$ cat src/rtl/cs_exp_fifo.sv
// Small synchronous FIFO holding golden values; head is visible without a read
// cycle so the checker can compare and pop in the same clock.
module cs_exp_fifo #(
    parameter int DEPTH = 4,
    parameter int W     = 10
) (
    input  logic         clk,
    input  logic         i_srst,
    input  logic         i_push,
    input  logic [W-1:0] i_data,
    input  logic         i_pop,
    output logic [W-1:0] o_head,
    output logic         o_full,
    output logic         o_empty
);

    localparam int AW = (DEPTH > 1) ? $clog2(DEPTH) : 1;

    logic [AW-1:0] r_wr_ptr;
    logic [AW-1:0] r_rd_ptr;
    logic [AW:0]   r_count;
    logic [W-1:0]  w_entry [DEPTH];
    logic          w_push;
    logic          w_pop;

    assign o_full  = (r_count == (AW+1)'(DEPTH));
    assign o_empty = (r_count == '0);
    assign w_pop   = i_pop && !o_empty;
    // A push into a full buffer is only safe when the head leaves in the same cycle.
    assign w_push  = i_push && (!o_full || w_pop);
    assign o_head  = w_entry[r_rd_ptr];

    genvar gi;
    generate
        for (gi = 0; gi < DEPTH; gi++) begin : g_entry
            logic [W-1:0] r_data;
            always_ff @(posedge clk) begin
                if (w_push && (r_wr_ptr == AW'(gi))) begin
                    r_data <= i_data;
                end
            end
            assign w_entry[gi] = r_data;
        end
    endgenerate

    always_ff @(posedge clk) begin
        if (i_srst) begin
            r_wr_ptr <= '0;
            r_rd_ptr <= '0;
            r_count  <= '0;
        end else begin
            if (w_push) begin
                r_wr_ptr <= r_wr_ptr + 1'b1;
            end
            if (w_pop) begin
                r_rd_ptr <= r_rd_ptr + 1'b1;
            end
            case ({w_push, w_pop})
                2'b10:   r_count <= r_count + 1'b1;
                2'b01:   r_count <= r_count - 1'b1;
                default: r_count <= r_count;
            endcase
        end
    end

endmodule

$ cat config.mk
export PLATFORM = sky130hd
export DESIGN_NAME = cs_exp_fifo
export DESIGN_NICKNAME = d
export VERILOG_FILES = /design/src/rtl/cs_exp_fifo.sv
export SDC_FILE = /design/constraint.sdc
export NUM_CORES = 1
export LEC_CHECK = 0
export ABC_AREA = 1
export CAP_MARGIN = 5
export CORE_MARGIN = 8
export CORE_UTILIZATION = 40
export DETAILED_ROUTE_END_ITERATION = 8
export SYNTH_ARGS = -nofsm -noshare
export SYNTH_HDL_FRONTEND = slang
export SYNTH_SLANG_ARGS = --single-unit
$ cat constraint.sdc
create_clock -name clk -period 1.5 [get_ports clk]
set_clock_uncertainty 0.1 [all_clocks]
set_input_delay 0.225 -clock clk [delete_from_list [all_inputs] [get_ports clk]]
set_output_delay 0.225 -clock clk [all_outputs]
set_load 0.005 [all_outputs]
==> impl_metrics.yaml, run 1 <==
run_status:
  status: "finished with violations"
  violations: "negative setup slack"
power_and_ir_drop:
  cellLeakagePower_nw: 1.07
  switching_share_pct: 29.2
  net-switching-power_w: 0.00102
  p_int_w: 0.00248
  p_seq_share_pct: 45.3
  ir_drop_mv: 0.518
  power_frac_clock_pct: 22.2
  p_per_area_nw_per_um2: 1260
  combPwrFrac_pct: 32.5
logic_synthesis:
  synth_largest_area_cell: "edfxtp_1"
  synth-warning-count: 0
  syn_area_per_cell_um2: 12.2
  synth_top_area_share_pct: 62.5
  ys_top_cells_by_area: "edfxtp_1, dfxtp_1, o21ai_0"
  synth-seq-area-share_pct: 69.8
  ys_types: 20
  postSynthCellCount: 157
  syn_nets: 176
  syn-cell-area_um2: 1920
  ys_ff_latch: 47
routing:
  drc_errors: 0
  drtIter0Drc: 74
  ant_nets: 0
  wl_per_cell_um: 16.7
  dr.pass1.iters: 4
  wl_mm: 4.62
  vias: 1418
  routed_via_density: 5.12
sta:
  post-route-period-util_pct: 107
  fin_tns_setup_ns: -2.73
  hold_violations: 0
  fin_ws_ns: -0.104
  fmax_mhz: 623
  finalSetupViolations: 53
  slew_viol_final: 0
  max_slew_margin_pct: 83.7
  min_period_ns: 1.60
  rsz0062_at_grt: "true"
  worst_pin_slew_ns: 0.245
run:
  max-cap-violations: 0
floorplanning:
  die_area_um2: 7280
  core_area_um2: 4690
  io_pins: 26
  dieHeight_um: 85.3
  start_util_pct: 41.0
  num_rows: 25
  die_w_um: 85.3
global_routing:
  grt_max_degree: 15
  grt_overflow_total: 0
  grt_pass1_wl_mm: 7.16
  grtUsageTotal_pct: 13.0
  antenna_found_initial: 0
  grt_pass1_vias: 1438
setup_path:
  end_kind: "output pin"
  critPathRequiredTime_ns: 1.17
  crit_fanout: 5
  path_class: "reg -> out"
  crit_arrival_ns: 1.28
  cp-start-kind: "register"
hold_path:
  hold_path.class: "in -> reg"
final_layout:
  drive_gt1_share_pct: 40.4
  fin_util_pct: 59.1
  syn2layout_area_growth_pct: 44.4
  layout_commonest_cell: "edfxtp_1"
  nNetsFinal: 241
  n_antenna_cell: 0
  final_cell_mix: "edfxtp_1, nor2_1, buf_4"
placed_design:
  io_buffer_count: 25
  place_congestion: 0.819
  place_ws_ns: -0.332
  dp_hpwl_mm: 2.98
cts:
  insertion_delay_ns: 0.30
  cts_inserted_buffers: 5
  cts_root_buffer: "clkbuf_8"
  cts_tree: "built"
  htreeDepth: 2
  cts_max_path_buffers: 2
  cts.clk_slew.worst_paths_ns: 0.09
  clock-sinks: 47
cell families after synthesis:
kind of cell,count (synthesis),synth area share [%]
flip-flops,47,69.8
AO/OA/AOI/OAI,42,12.5
AND/OR/NAND/NOR,41,9.77
buffers and inverters,22,4.30
adder cells (fa/ha/maj),5,3.65
critical path, stage by stage (launching register included):
cell	delay (ns)
dfxtp_2	0.35
buf_6	0.11
buf_12	0.10
buf_6	0.09
o21ai_2	0.04
o22ai_1	0.15
buf_2	0.13
worst paths after layout:
check | startpoint | end | slack [ns] | cells after the start
setup / recovery | r_rd_ptr[1] | o_head[1] | -0.10 | 6
hold reg to reg | r_wr_ptr[1] | r_wr_ptr[1] | 0.44 | 2
hold / removal | i_srst | r_count[0] | 0.40 | 2
setup reg to reg | r_count[1] | g_entry[2].r_data[9] | -0.06 | 8
per-stage QoR:
stage,instances,total power [W],cell area [um^2],hold slack [ns]
after global placement,256,0.00248,2440,0.412
final,277,0.00350,2780,0.404
after global routing,277,0.00369,2780,0.407
after floorplan,157,0.00198,1920,0.187
after CTS,271,0.00335,2610,0.395
after detailed placement,256,0.00251,2440,0.433
state kept, by name, summed over array words and instances (netlist names):
| name | flops |
|---|---|
| r_count | 3 |
| r_wr_ptr | 2 |
| r_rd_ptr | 2 |
| g_entry.r_data | 40 |
area by class of cell:
type                            count  area, um^2
Inverter                           16        62.6
Timing Repair Buffer               64         601
Fill cell                         397        1920
Clock inverter                      2        11.3
Tap cell                           54        67.6
Sequential cell                    47        1350
Clock buffer                        6        82.6
Multi-Input combinational cell     88         598
per-layer routing:
metal / part of all wire (%) / up-vias / track usage, % / wire [um]
met5: 0 / - / 0 / 0
met4: 1.4 / 0 / 4.46 / 66
met3: 5.7 / 8 / 4.73 / 265
met2: 52 / 47 / 23.0 / 2420
met1: 40 / 674 / 13.9 / 1870
li1: - / 689 / - / -
synthesized netlist by cell type:
| library cell | count |
|---|---|
| inv_1 | 16 |
| o21ai_1 | 2 |
| ha_1 | 4 |
| dfxtp_1 | 7 |
| nor2_2 | 1 |
| a21oi_2 | 1 |
| a21oi_1 | 5 |
| o21ai_0 | 22 |
| nand2_2 | 4 |
| clkbuf_1 | 6 |
| o21ai_4 | 1 |
| nand2_1 | 3 |
| nand4_1 | 2 |
| o22ai_1 | 10 |
| nand3_2 | 2 |
| edfxtp_1 | 40 |
| a21boi_0 | 1 |
| fa_1 | 1 |
| nand3_1 | 3 |
| nor2_1 | 26 |
what timing repair did:
item	CTS	global route
hold buffers	0	0
setup buffers	6	5
cloned	1	1
resized for setup	74	39
pin swaps	11	11
setup endpoints to repair	14	45
power groups by stage:
stage	clock [W]	sequential, W	combinational, W
after detailed placement	0	0.00159	0.000926
after CTS	0.000803	0.00158	0.000970
after floorplan	0	0.00158	0.000403
final	0.000779	0.00159	0.00114
after global placement	0	0.00158	0.000899
after global routing	0.000854	0.00160	0.00124
Note: power is estimated with default switching activity, not from simulation.
==> run 2: changes to the inputs <==
REMOVE_ABC_BUFFERS = 1   (was default)
==> impl_metrics.yaml, run 2 (synthesized netlist as in run 1, its figures left out) <==
run_status:
  status: "finished with violations"
  violations: "negative setup slack"
sta:
  rsz0062_at_grt: "true"
  finalSetupViolations: 51
  worst_pin_slew_ns: 0.282
  holdWs_ns: 0.382
  min_period_ns: 1.66
  hold_violations: 0
  fmax_mhz: 601
  slew_viol_final: 0
  post-route-period-util_pct: 111
  fin_ws_ns: -0.164
  max_slew_margin_pct: 81.0
placed_design:
  io_buffer_count: 25
  dp_hpwl_mm: 2.88
  place_congestion: 0.883
  placed_area_um2: 2380
floorplanning:
  core_area_um2: 4690
  io_pins: 26
  die_area_um2: 7280
  dieHeight_um: 85.3
  die_w_um: 85.3
  start_util_pct: 41.0
  num_rows: 25
final_layout:
  multi_input_area_um2: 601
  fillers: 396
  syn2layout_area_growth_pct: 44.4
  n_antenna_cell: 0
  top_regs: "g_entry.r_data (40), r_count (3)"
  layout_commonest_cell: "edfxtp_1"
  final_area_um2: 2780
  nNetsFinal: 241
  final_cell_mix: "edfxtp_1, buf_6, buf_4"
  top_register: "g_entry.r_data"
  ff_latch_area_um2: 1350
  largest_reg_flops: 40
  drive_gt1_share_pct: 42.2
power_and_ir_drop:
  p_int_w: 0.00259
  p_seq_share_pct: 43.9
  power_frac_clock_pct: 25.8
  net-switching-power_w: 0.00102
  combPwrFrac_pct: 30.3
  p_per_area_nw_per_um2: 1300
  switching_share_pct: 28.3
  cellLeakagePower_nw: 1.06
  ir_drop_mv: 0.547
  p_total_w: 0.00361
setup_path:
  end_kind: "output pin"
  crit_fanout: 6
  cp-start-kind: "register"
  path_class: "reg -> out"
  crit_arrival_ns: 1.34
  critPathRequiredTime_ns: 1.17
routing:
  ant_nets: 0
  wl_per_cell_um: 15.7
  routed_via_density: 5.03
  wl_mm: 4.35
  drc_errors: 0
  vias: 1393
  drtIter0Drc: 50
  dr.pass1.iters: 4
global_routing:
  grt_pass1_vias: 1360
  antenna_found_initial: 0
  grt_pass1_wl_mm: 6.62
  grtUsageTotal_pct: 11.9
  grt_max_degree: 16
  grt_overflow_total: 0
cts:
  cts_tree: "built"
  clock-sinks: 47
  cts_inserted_buffers: 5
  holdBufCountCts: 0
  cts_root_buffer: "clkbuf_8"
  insertion_delay_ns: 0.30
  cts_max_path_buffers: 2
  htreeDepth: 2
  cts.clk_slew.worst_paths_ns: 0.09
run:
  max-cap-violations: 0
hold_path:
  hold_path.class: "in -> reg"
==> run 2: layout make-up <==
| type | instances | area share, % |
|---|---|---|
| flip-flops and latches | 47 | 48.7 |
| repair buffers | 64 | 20.9 |
| multi-input cells | 88 | 21.6 |
| well taps | 54 | 2.43 |
| clock inverters | 3 | 1.53 |
| inverters | 16 | 2.25 |
| clock buffers | 5 | 2.48 |
==> run 2: worst max-delay path, cell delays in order (launching register included) <==
cell and delay, ns:
dfxtp_2 0.34, buf_6 0.12, buf_6 0.12, buf_4 0.14
o21ai_2 0.11, o22ai_1 0.08, buf_2 0.13
==> run 2: stage by stage <==
step	cells	setup slack, ns	setup TNS, ns	utilization [%]
6_report	277	-0.164	-2.36	59.1
5_1_grt	277	-0.229	-4.78	59.1
4_1_cts	269	-0.205	-1.11	55.4
3_5_place_dp	252	-0.335	-9.75	50.8
3_3_place_gp	252	-0.274	-8.72	50.8
2_1_floorplan	151	-0.0269	-0.934	-
==> run 2: power by group through the flow <==
stage / clock network [W] / logic [W] / registers [W]
after floorplan: 0 / 0.000363 / 0.00160
after global placement: 0 / 0.000845 / 0.00158
after detailed placement: 0 / 0.000868 / 0.00159
after CTS: 0.000946 / 0.000946 / 0.00158
after global routing: 0.000987 / 0.00119 / 0.00159
final: 0.000931 / 0.00109 / 0.00158
==> run 2: worst paths after layout <==
check | to | cells after the start | from | slack (ns)
worst min-delay path | r_count[0] | 2 | i_srst | 0.38
worst max-delay path | o_head[6] | 6 | r_rd_ptr[0] | -0.16
worst max register to register | g_entry[2].r_data[8] | 7 | r_count[1] | -0.04
worst min register to register | r_wr_ptr[1] | 2 | r_wr_ptr[1] | 0.45
==> run 2: layer usage <==
| metal | track usage, % | part of all wire, % |
|---|---|---|
| met1 | 13.0 | 41 |
| met2 | 20.5 | 53 |
| met3 | 4.05 | 4.7 |
| met4 | 4.78 | 1.4 |
| met5 | 0 | 0 |
==> run 2: timing repair <==
item,CTS,global route
endpoints found under the setup margin,14,55
setup buffers,8,7
pin swaps,13,10
gates cloned,1,1
resized for setup,86,36
hold endpoints to repair,0,0
==> run 3: changes to the inputs <==
CORE_ASPECT_RATIO = 1.5   (was default)
PLACE_DENSITY = 0.71   (was default)
==> impl_metrics.yaml, run 3 (synthesized netlist as in run 1, its figures left out) <==
power_and_ir_drop:
  p_total_w: 0.00359
  power_frac_clock_pct: 20.8
  ir_drop_mv: 0.682
  p_int_w: 0.00249
  cellLeakagePower_nw: 1.07
  p_per_area_nw_per_um2: 1260
  switching_share_pct: 30.5
  combPwrFrac_pct: 35.0
  p_seq_share_pct: 44.2
  net-switching-power_w: 0.00109
cts:
  cts_root_buffer: "clkbuf_8"
  cts.clk_slew.worst_paths_ns: 0.08
  cts_tree: "built"
  insertion_delay_ns: 0.30
  holdBufCountCts: 0
  cts_max_path_buffers: 2
  cts_inserted_buffers: 5
  htreeDepth: 2
  clock-sinks: 47
global_routing:
  grt_pass1_vias: 1472
  antenna_found_initial: 0
  grt_pass1_wl_mm: 6.91
  grtUsageTotal_pct: 12.7
  grt_overflow_total: 0
  grt_max_degree: 16
routing:
  drc_errors: 0
  dr.pass1.iters: 4
  wl_mm: 4.37
  drtIter0Drc: 57
  wl_per_cell_um: 15.2
  routed_via_density: 4.94
  ant_nets: 0
  vias: 1423
sta:
  max_slew_margin_pct: 78.4
  rsz0062_at_grt: "true"
  hold_violations: 0
  worst_pin_slew_ns: 0.324
  post-route-period-util_pct: 105
  fin_ws_ns: -0.0823
  slew_viol_final: 0
  min_period_ns: 1.58
  fmax_mhz: 632
  finalSetupViolations: 14
floorplanning:
  dieHeight_um: 101
  core_area_um2: 4730
  die_w_um: 72.6
  io_pins: 26
  start_util_pct: 40.6
  num_rows: 31
  die_area_um2: 7320
setup_path:
  crit_arrival_ns: 1.26
  path_class: "reg -> out"
  r2r_cells: 7
  critPathRequiredTime_ns: 1.17
  crit_fanout: 5
  cp-start-kind: "register"
  end_kind: "output pin"
placed_design:
  placed_area_um2: 2430
  place_congestion: 0.710
  io_buffer_count: 25
  dp_hpwl_mm: 2.84
  place_inst: 267
  place_ws_ns: -0.520
final_layout:
  layout_commonest_cell: "edfxtp_1"
  largest_reg_flops: 40
  fillers: 399
  n_antenna_cell: 0
  final_area_um2: 2860
  nNetsFinal: 240
  drive_gt1_share_pct: 50.0
  final_cell_mix: "edfxtp_1, buf_4, buf_6"
  top_regs: "g_entry.r_data (40), r_count (3)"
  syn2layout_area_growth_pct: 48.6
  stdcell_count: 288
  top_register: "g_entry.r_data"
hold_path:
  hold_path.class: "in -> reg"
  worstHoldPathCells: 2
run_status:
  status: "finished with violations"
  violations: "negative setup slack"
run:
  max-cap-violations: 0
[run 3: per-stage QoR]
step / hold WS (ns) / TNS [ns] / util, %
finish: 0.381 / -0.711 / 60.3
global route: 0.393 / -3.48 / 60.3
CTS: 0.377 / -1.13 / 56.0
detailed placement: 0.496 / -15.01 / 51.4
global placement: 0.485 / -14.00 / 51.4
floorplan: 0.187 / -0.934 / -
[run 3: worst paths after layout]
path                               endpoint  slack [ns]        start
worst max-delay path              o_head[6]       -0.08  r_rd_ptr[0]
worst min-delay path             r_count[0]        0.38       i_srst
worst max register to register   r_count[1]       -0.08   r_count[1]
worst min register to register  r_wr_ptr[0]        0.51  r_wr_ptr[0]
[run 3: worst max-delay path, cell delays in order (launching register included)]
cell	delay (ns)
dfxtp_4	0.38
inv_6	0.09
buf_8	0.13
nor2_4	0.04
o22ai_2	0.17
buf_2	0.14
[run 3: timing repair]
| action | in CTS | in global routing |
|---|---|---|
| gates resized for setup | 119 | 38 |
| endpoints found under the setup margin | 24 | 45 |
| pin swaps | 16 | 17 |
| cloned | 3 | 0 |
| buffers inserted | 3 | 8 |
[run 3: final cells by class]
class	instances	area, um^2	area share, %
multi-input cells	88	692	24.2
well taps	66	82.6	2.89
clock buffers	5	68.8	2.41
clock inverters	3	20.0	0.701
flip-flops and latches	47	1350	47.3
repair buffers	63	573	20.1
inverters	16	67.6	2.37
[run 3: power by group through the flow]
stage                     logic (W)  registers (W)  clock network (W)
after global placement     0.000904        0.00158                  0
final                       0.00126        0.00159           0.000745
after detailed placement   0.000918        0.00159                  0
after global routing        0.00136        0.00160           0.000813
after CTS                   0.00103        0.00158           0.000750
after floorplan            0.000363        0.00160                  0
[run 3: routing by layer]
| metal | part of all wire (%) | vias to the layer above | GRT usage (%) |
|---|---|---|---|
| li1 | - | 688 | - |
| met1 | 37 | 693 | 12.0 |
| met2 | 57 | 35 | 23.7 |
| met3 | 3.7 | 7 | 3.19 |
| met4 | 2.1 | 0 | 6.97 |
| met5 | 0 | - | 0 |
